## config.mk

```make
export PLATFORM = sky130hd
export DESIGN_NAME = matrix_shift_rx
export DESIGN_NICKNAME = d
export VERILOG_FILES = /design/src/rtl/matrix_shift_rx.sv
export SDC_FILE = /design/constraint.sdc
export NUM_CORES = 1
export LEC_CHECK = 0
export CAP_MARGIN = 10
export CORE_ASPECT_RATIO = 2
export CORE_UTILIZATION = 58
export CTS_CLUSTER_SIZE = 28
export DETAILED_ROUTE_END_ITERATION = 10
export PLACE_DENSITY_LB_ADDON = 0.2
export SETUP_SLACK_MARGIN = 0.15
export SLEW_MARGIN = 10
export SYNTH_ARGS = -nofsm -noshare
export SYNTH_HDL_FRONTEND = slang
export SYNTH_SLANG_ARGS = --single-unit
export TNS_END_PERCENT = 1
```

## constraint.sdc

```tcl
create_clock -name clk -period 11.4 [get_ports clk]
set_input_delay 2.28 -clock clk [delete_from_list [all_inputs] [get_ports clk]]
set_output_delay 2.28 -clock clk [all_outputs]
set_load 0.03 [all_outputs]
```

## src/rtl/matrix_shift_rx.sv

```systemverilog
// rtl/matrix_shift_rx.sv - receive side of the 8x8 RGB matrix shift link with Wishbone row readback
module matrix_shift_rx #(
   parameter int SHIFT_BITS = 32,
   parameter int CNT_W      = 16
) (
   input  logic             clk,
   input  logic             reset,
   input  logic             i_matrix_clk,
   input  logic             i_matrix_latch,
   input  logic             i_matrix_mosi,
   input  logic             i_wb_cyc,
   input  logic             i_wb_stb,
   input  logic             i_wb_we,
   input  logic [2:0]       i_wb_addr,
   input  logic [3:0]       i_wb_sel,
   input  logic [31:0]      i_wb_wdata,
   output logic             o_wb_ack,
   output logic             o_wb_stall,
   output logic [31:0]      o_wb_rdata,
   output logic [CNT_W-1:0] o_frame_count,
   output logic             o_err_length,
   output logic             o_err_onehot,
   output logic             o_latch_pulse
);

   localparam int BW = $clog2(2 * SHIFT_BITS);
   localparam logic [BW-1:0] BITCNT_MAX = BW'(2 * SHIFT_BITS - 1);
   localparam logic [BW-1:0] BITCNT_FULL = BW'(SHIFT_BITS);

   // [0]=first sync stage, [1]=second sync stage, [2]=history for edge detect
   logic [2:0]            sclk_q, slatch_q;
   logic [1:0]            smosi_q;
   logic [SHIFT_BITS-1:0] shreg_q, shreg_d;
   logic [BW-1:0]         bitcnt_q, bitcnt_d;
   logic [31:0]           store_q [8];
   logic                  ack_q;
   logic [31:0]           rdata_q, rdata_d;
   logic [CNT_W-1:0]      frame_cnt_q, frame_cnt_d;
   logic                  err_len_q, err_len_d;
   logic                  err_oh_q, err_oh_d;
   logic                  pulse_q;

   logic        clk_rise, latch_rise;
   logic [31:0] frame;
   logic [7:0]  row_sel;
   logic [2:0]  row_idx;
   logic        row_onehot;
   logic [31:0] row_entry;
   logic        latch_wr, err_len_set, err_oh_set;
   logic        wb_req, wb_wr_ctl, err_clr, cnt_clr;
   logic        wb_unused;

   assign clk_rise   = sclk_q[1] & ~sclk_q[2];
   assign latch_rise = slatch_q[1] & ~slatch_q[2];
   assign wb_unused  = ^{i_wb_sel[3:1], i_wb_wdata[31:2]};

   // Bring the asynchronous matrix lines into the clk domain
   always_ff @(posedge clk or posedge reset) begin
      if (reset) begin
         sclk_q   <= '0;
         slatch_q <= '0;
         smosi_q  <= '0;
      end else begin
         sclk_q   <= {sclk_q[1:0], i_matrix_clk};
         slatch_q <= {slatch_q[1:0], i_matrix_latch};
         smosi_q  <= {smosi_q[0], i_matrix_mosi};
      end
   end

   // Shift first, then let a coincident latch decode the word including the new bit
   always_comb begin
      shreg_d     = shreg_q;
      bitcnt_d    = bitcnt_q;
      latch_wr    = 1'b0;
      err_len_set = 1'b0;
      err_oh_set  = 1'b0;
      if (clk_rise) begin
         shreg_d  = {shreg_q[SHIFT_BITS-2:0], smosi_q[1]};
         bitcnt_d = (bitcnt_q == BITCNT_MAX) ? bitcnt_q : bitcnt_q + BW'(1);
      end
      if (latch_rise) begin
         err_len_set = (bitcnt_d != BITCNT_FULL);
         latch_wr    = row_onehot;
         err_oh_set  = ~row_onehot;
         bitcnt_d    = '0;
      end
   end

   assign frame      = shreg_d[31:0];
   assign row_sel    = frame[31:24];
   assign row_onehot = (row_sel != 8'd0) && ((row_sel & (row_sel - 8'd1)) == 8'd0);

   // Turn the row byte into an index and repack colours as 4-bit {0,R,G,B} pixels
   always_comb begin
      row_idx   = 3'd0;
      row_entry = '0;
      for (int r = 0; r < 8; r++) begin
         if (row_sel[r]) row_idx = 3'(r);
      end
      for (int c = 0; c < 8; c++) begin
         row_entry[4*c +: 4] = {1'b0, frame[16+c], frame[8+c], frame[c]};
      end
   end

   // Wishbone control decode, sticky flags (set beats clear) and frame counter
   always_comb begin
      wb_req    = i_wb_cyc & i_wb_stb;
      wb_wr_ctl = wb_req & i_wb_we & i_wb_sel[0];
      err_clr   = wb_wr_ctl & i_wb_wdata[0];
      cnt_clr   = wb_wr_ctl & i_wb_wdata[1];
      err_len_d = err_len_set | (err_len_q & ~err_clr);
      err_oh_d  = err_oh_set | (err_oh_q & ~err_clr);
      frame_cnt_d = frame_cnt_q;
      if (latch_rise) begin
         frame_cnt_d = cnt_clr ? CNT_W'(1) : frame_cnt_q + CNT_W'(1);
      end else if (cnt_clr) begin
         frame_cnt_d = '0;
      end
      rdata_d = (wb_req & ~i_wb_we) ? store_q[i_wb_addr] : rdata_q;
   end

   // State registers; reads sample the store before a same-cycle latch write lands
   always_ff @(posedge clk or posedge reset) begin
      if (reset) begin
         shreg_q     <= '0;
         bitcnt_q    <= '0;
         ack_q       <= 1'b0;
         rdata_q     <= '0;
         frame_cnt_q <= '0;
         err_len_q   <= 1'b0;
         err_oh_q    <= 1'b0;
         pulse_q     <= 1'b0;
         for (int r = 0; r < 8; r++) store_q[r] <= '0;
      end else begin
         shreg_q     <= shreg_d;
         bitcnt_q    <= bitcnt_d;
         ack_q       <= wb_req;
         rdata_q     <= rdata_d;
         frame_cnt_q <= frame_cnt_d;
         err_len_q   <= err_len_d;
         err_oh_q    <= err_oh_d;
         pulse_q     <= latch_rise;
         if (latch_wr) store_q[row_idx] <= row_entry;
      end
   end

   assign o_wb_ack      = ack_q;
   assign o_wb_stall    = 1'b0;
   assign o_wb_rdata    = rdata_q;
   assign o_frame_count = frame_cnt_q;
   assign o_err_length  = err_len_q;
   assign o_err_onehot  = err_oh_q;
   assign o_latch_pulse = pulse_q;

endmodule

```

* Word level (Yosys, flattened, before mapping) *
Cells that the tools add are included.

operators by class
  add/subtract/negate cells = 3
  bitwise operators = 20
  $mul = 0
  reductions and logical operators = 5
  magnitude comparators = 3
  divide/modulo/power cells = 0
  shift-type cells = 0
  eq/ne operators = 2
  muxes and demuxes = 23

operators with widths
  kind                     number
  $bwmux W256              1
  $mux W32                 4
  $bmux W32 S3             1
  $demux W32 S3            1
  $mux W16                 3
  $mux W3                  6
  $mux W6                  3
  $add A16 B1 Y16 const B  1
  $and A1 B1 Y1            10
  $and A8 B8 Y8            1
  $ge A4 B4 Y1 const B     2
  $logic_not A8 Y1         1
  $not A3 Y4               2
  $reduce_bool A8 Y1       1
  $sub A8 B1 Y8 const B    1
  $add A6 B1 Y6 const B    1
  $eq A6 B6 Y1 const B     1
  $ne A6 B6 Y1 const B     1
  $not A1 Y1               5
  $lt A4 B1 Y1 const B     1
  $mux W1                  4
  $logic_and A1 B1 Y1      2
  $or A1 B1 Y1             2
  $reduce_bool A2 Y1       1

word-level totals
  bits in latches = 0
  memories = 0
  input bits = 47
  flip-flop bits (word level) = 354
  memory bits (read-only) = 0
  bits in writable memories = 0

* Depth between registers and ports, before layout *
  depth in word-level cells = 16
  depth in mapped cells = 9

* Worst setup path after synthesis *
Ideal clock, no wire load.

  path kind = in2reg
  start point = input i_wb_addr[0]
  end point = register rdata_q[0], in the netlist o_wb_rdata[0]
  arrival = 3830 ps
  stages on the path = 5
  library setup time = 135 ps
  setup slack = 7435 ps
  cell sequence = buf_2 buf_1 mux4_2 mux2i_1 o21ai_0

on the way
  longest elaborated chain between the ends = 4

RTL lines
  element                                       line  source
  from (decl)                                   14    input logic [2:0] i_wb_addr,
  $not A3 Y4 (implied by the code)              119   rdata_d = (wb_req & ~i_wb_we) ? store_q[i_wb_addr] : rdata_q;
  $bmux W32 S3                                  119
  $mux W32 (implied by the code) (2 in series)  119
  to (signal assigned)                          138   rdata_q <= rdata_d;
  to (decl)                                     37    logic [31:0] rdata_q, rdata_d;

No other way between the ends. The select of a mux whose other input is x is not followed.
A chain may end at the register's enable or synchronous reset.

* Worst setup path in the final report *
  start point = register frame_cnt_q[4], in the netlist o_frame_count[4]
  end point = output o_frame_count[4]

RTL lines
  element                 line  source
  from (decl)             38    logic [CNT_W-1:0] frame_cnt_q, frame_cnt_d;
  from (signal assigned)  139   frame_cnt_q <= frame_cnt_d;
  to (decl)               20    output logic [CNT_W-1:0] o_frame_count,

No word-level cell between the ends.

==> results.txt <==
Along the worst path, the maximum fanout reaches 6. The sequential share of power came out at 49.9%. In this run the cell area of the synthesized design comes to 12310 um^2. The summed area of non-filler cells in the final layout is 13780 um^2.

The die span in y came out at 208.0 um. For the worst setup path, the data required time is 9.12 ns. The sum of buffers and inverters on the critical path came out at 1. The path class of the tightest hold or removal check is flip-flop to flip-flop. The critical path's slowest cell is sky130_fd_sc_hd__clkdlybuf4s50_1. The worst setup path is launched from a flip-flop. The async set-or-reset flop fraction in the synthesized netlist is 100.0%. The signal on the critical path passes through clkdlybuf4s50_1. The switching share of total power came out at 26.29%. Clock skew on the completed layout was measured at 0.007591 ns. The total die area is 21850 um^2. The total setup violations reported at the end of the flow came out at 0. The count of non-filler cells in the finished layout is 1290. Measured on the finished design, the core utilization comes to 65.84%.

The worst setup path is of the flip-flop to output port kind. sky130_fd_sc_hd__dfrtp_1 takes more of the synthesized area than any other cell. The post-placement cell count came out at 1246. In this run the standard cell core region covers 20930 um^2. The detailed-routing iteration count for the pre-antenna-repair pass is 4.

The proportion of synthesized chip area in sequential cells is 57.32%. The row count came out at 75. The kind of capture point of the worst setup path is an output port. TritonCTS created 24 clock buffers. The via count normalized by instance count came out at 5.801. Counting I/O delays and the setup requirement, the final critical path takes 3.955 ns.

In the final routed layout, each cell accounts on average for 19.67 um. For the pin with the worst max-slew slack, the measured transition is 1.097 ns. For this run, the top clock speed supported by timing is 252.8 MHz. The distinct cell type count of the synthesized netlist came out at 55. The via count of the first global-routing pass is 7944. In the synthesized netlist the dominant register cell turns out to be sky130_fd_sc_hd__dfrtp_1. The initial DRC count is 349. The die is 105.0 um wide. The delay of the slowest cell on the worst path came out at 0.70 ns.

The final-layout fill cell count is 1604. The initial core utilization is 58.83%. The hold-fix buffer count after cts is 0. The net count of the finished layout is 1052. The part of the cycle the worst path needs is 34.70%. The via count of the routed design came out at 7483. The run finished with clean final reports. The Yosys step of the flow raised 0 warnings. The first-pass GRT wire length is 41910 um. Gates resized during post-CTS repair numbered 0. The TritonCTS clock tree is built. The total count of hold-check failures in the final report is 0. For this run the aggregate overflow at the end of global routing stands at 0.

For this design the total switching power over the nets is 0.5736 mW. The number of antenna violations at the first check in global routing was 0. The detailed-placement wirelength estimate came out at 14970 um. The combined global-route utilization of all metal layers is 24.60%.

The maximum buffer depth of the clock tree is 3. At the end of routability-driven placement, the weighted congestion stood at 0.8090. Data on the critical path arrives at its endpoint at 1.68 ns. The residual DRC count came out at 0. The clock net in this run drives a total of 282 sinks. The peak ir drop on the vdd network is 0.1430 mV. The post-synthesis area per instance came out at 12.67 um^2.

During I/O placement, the number of pins put on the boundary was 100. The cell count after synthesis came out at 972. The fraction of layout instances using a drive strength above 1 is 18.22%. In this run the tightest slew margin relative to its limit is 26.88%. The final-report max-slew violation count is 0. The share of Yosys cell area claimed by the top area cell type is 57.32%. The number of max-capacitance violations reported came out at 0.

The placed instance area is 12960 um^2. The number of flops mapped to enable cells by yosys is 0. In this run the tool buffered the top-level ports with 57 buffer cells.

The gate family responsible for the most delay along the worst path is buffers and inverters. Setup repair after global routing left no endpoint under its margin. The internal portion of total power is 1.608 mW. By area the synthesized netlist is led by sky130_fd_sc_hd__dfrtp_1 57%, sky130_fd_sc_hd__mux4_2 8.8%, sky130_fd_sc_hd__mux2_2 6.5%, sky130_fd_sc_hd__mux2i_1 4.2%, sky130_fd_sc_hd__nand2_1 2.8%.

The number of H-tree branching levels came out at 1. The synthesis-to-finish area growth is 11.91%. The largest net degree at the start of global routing came out at 121. The leakage power of the design is 6.614 nW. The cell area power density is 158.4 nW/um^2. The clock latency on the worst-skew pair came out at 0.53 ns. The cell at the root of the clock tree is sky130_fd_sc_hd__clkbuf_16. The antenna cell count came out at 0. The post-CTS setup repair buffer count came out at 0. The combinational share of power came out at 11.3%. The clock transition time at the flip-flop clock pins of the worst setup and hold paths came out at 0.07 ns. For the final routed database, the setup TNS stands at 0 ns. For this block, the routed nets add up to 25370 um of wire. Synthesis inferred 282 register bits. In this run, the clock network consumes 38.8% of the power. The total power consumption of the routed design is 2.182 mW. The count of nets left with antenna violations after detail routing is 0.
## cells in the final DEF, fill, tap and decap left out, types with 6 or more instances in the layout
cell,count
sky130_fd_sc_hd__clkbuf_16,25
sky130_fd_sc_hd__nand2_1,93
sky130_fd_sc_hd__nor2_1,72
sky130_fd_sc_hd__clkbuf_8,6
sky130_fd_sc_hd__mux2i_1,52
sky130_fd_sc_hd__mux4_2,48
sky130_fd_sc_hd__nand3_1,8
sky130_fd_sc_hd__dfrtp_1,282
sky130_fd_sc_hd__mux2_1,25
sky130_fd_sc_hd__buf_4,6
sky130_fd_sc_hd__and3_1,6
sky130_fd_sc_hd__conb_1,9
sky130_fd_sc_hd__xor2_1,14
sky130_fd_sc_hd__inv_1,31
sky130_fd_sc_hd__a21oi_1,57
sky130_fd_sc_hd__o21ai_0,55
sky130_fd_sc_hd__clkdlybuf4s50_1,54
sky130_fd_sc_hd__clkbuf_1,6
sky130_fd_sc_hd__mux2_2,71
sky130_fd_sc_hd__o21ai_1,16
## Yosys cell counts, drive strengths merged, types with 2 or more instances
cell type	n
a2111oi	3
a211oi	6
a21o	3
a21oi	57
a22o	2
and2	2
and3	6
and3b	5
and4	3
buf	43
clkbuf	22
dfrtp	282
ha	2
inv	32
mux2	96
mux2i	52
mux4	48
nand2	93
nand2b	6
nand3	12
nand4	6
nor2	72
nor2b	2
nor3	4
o211ai	3
o21ai	75
o21bai	2
or2	2
or3	3
xnor2	4
xor2	14
## cell families after synthesis
logic type | after synthesis | synth area share (%)
other | 1 | 0.03046
XOR/XNOR | 18 | 1.280
multiplexers | 196 | 21.79
AND/OR/NAND/NOR | 220 | 8.394
buffers and inverters | 97 | 3.720
adder cells (fa/ha/maj) | 2 | 0.2032
AO/OA/AOI/OAI | 156 | 7.266
flip-flops | 282 | 57.32
## area by class of cell
class | count | area, um^2 | share of cell area (%)
clock buffer | 37 | 730.7 | 5.303
clock inverter | 7 | 87.58 | 0.6357
inverter | 32 | 127.6 | 0.9263
multi-input combinational | 601 | 4843 | 35.15
sequential | 282 | 7057 | 51.22
tap | 269 | 336.6 | 2.443
timing repair buffer | 62 | 595.6 | 4.323
## power by group through the flow
stage,clock network [mW],registers [mW],logic [mW]
finish,0.846,1.09,0.246
global route,0.904,1.09,0.271
CTS,0.864,1.09,0.251
detailed placement,0,1.11,0.249
global placement,0,1.11,0.247
floorplan,0,1.13,0.133
## stage by stage
step	hold WS [ns]	setup slack, ns
2_1_floorplan	0.3312	1.341
3_3_place_gp	0.3349	6.895
3_5_place_dp	0.3427	6.852
4_1_cts	0.3576	7.414
5_1_grt	0.3642	7.172
6_report	0.3525	7.445
## metal layers
| layer | part of all wire, % | GRT usage, % |
|---|---|---|
| met3 | 3.1 | 2.287 |
| met2 | 54 | 44.30 |
| met4 | 2.4 | 8.159 |
| met1 | 41 | 31.11 |
| met5 | 0 | 0 |
## final timing paths
check,startpoint,end,slack [ns],cells past startpoint
max in group asynchronous,reset,store_q[142]$_DFFE_PP0P_,7.51,3
setup / recovery,o_frame_count[4]$_DFFE_PP0P_,o_frame_count[4],7.44,1
hold / removal,smosi_q[0]$_DFF_PP0_,smosi_q[1]$_DFF_PP0_,0.35,0
min in group asynchronous,reset,store_q[186]$_DFFE_PP0P_,2.31,2
setup reg to reg,sclk_q[2]$_DFF_PP0_,store_q[58]$_DFFE_PP0P_,7.84,5
hold reg to reg,smosi_q[0]$_DFF_PP0_,smosi_q[1]$_DFF_PP0_,0.35,0
## state kept, by name, summed over array words and instances, names as in the netlist, 2 cells and up
register	count
slatch_q	3
sclk_q	3
store_q	192
bitcnt_q	6
o_wb_rdata	24
o_frame_count	16
smosi_q	2
shreg_q	32
Note: power is estimated with default switching activity, not from simulation.
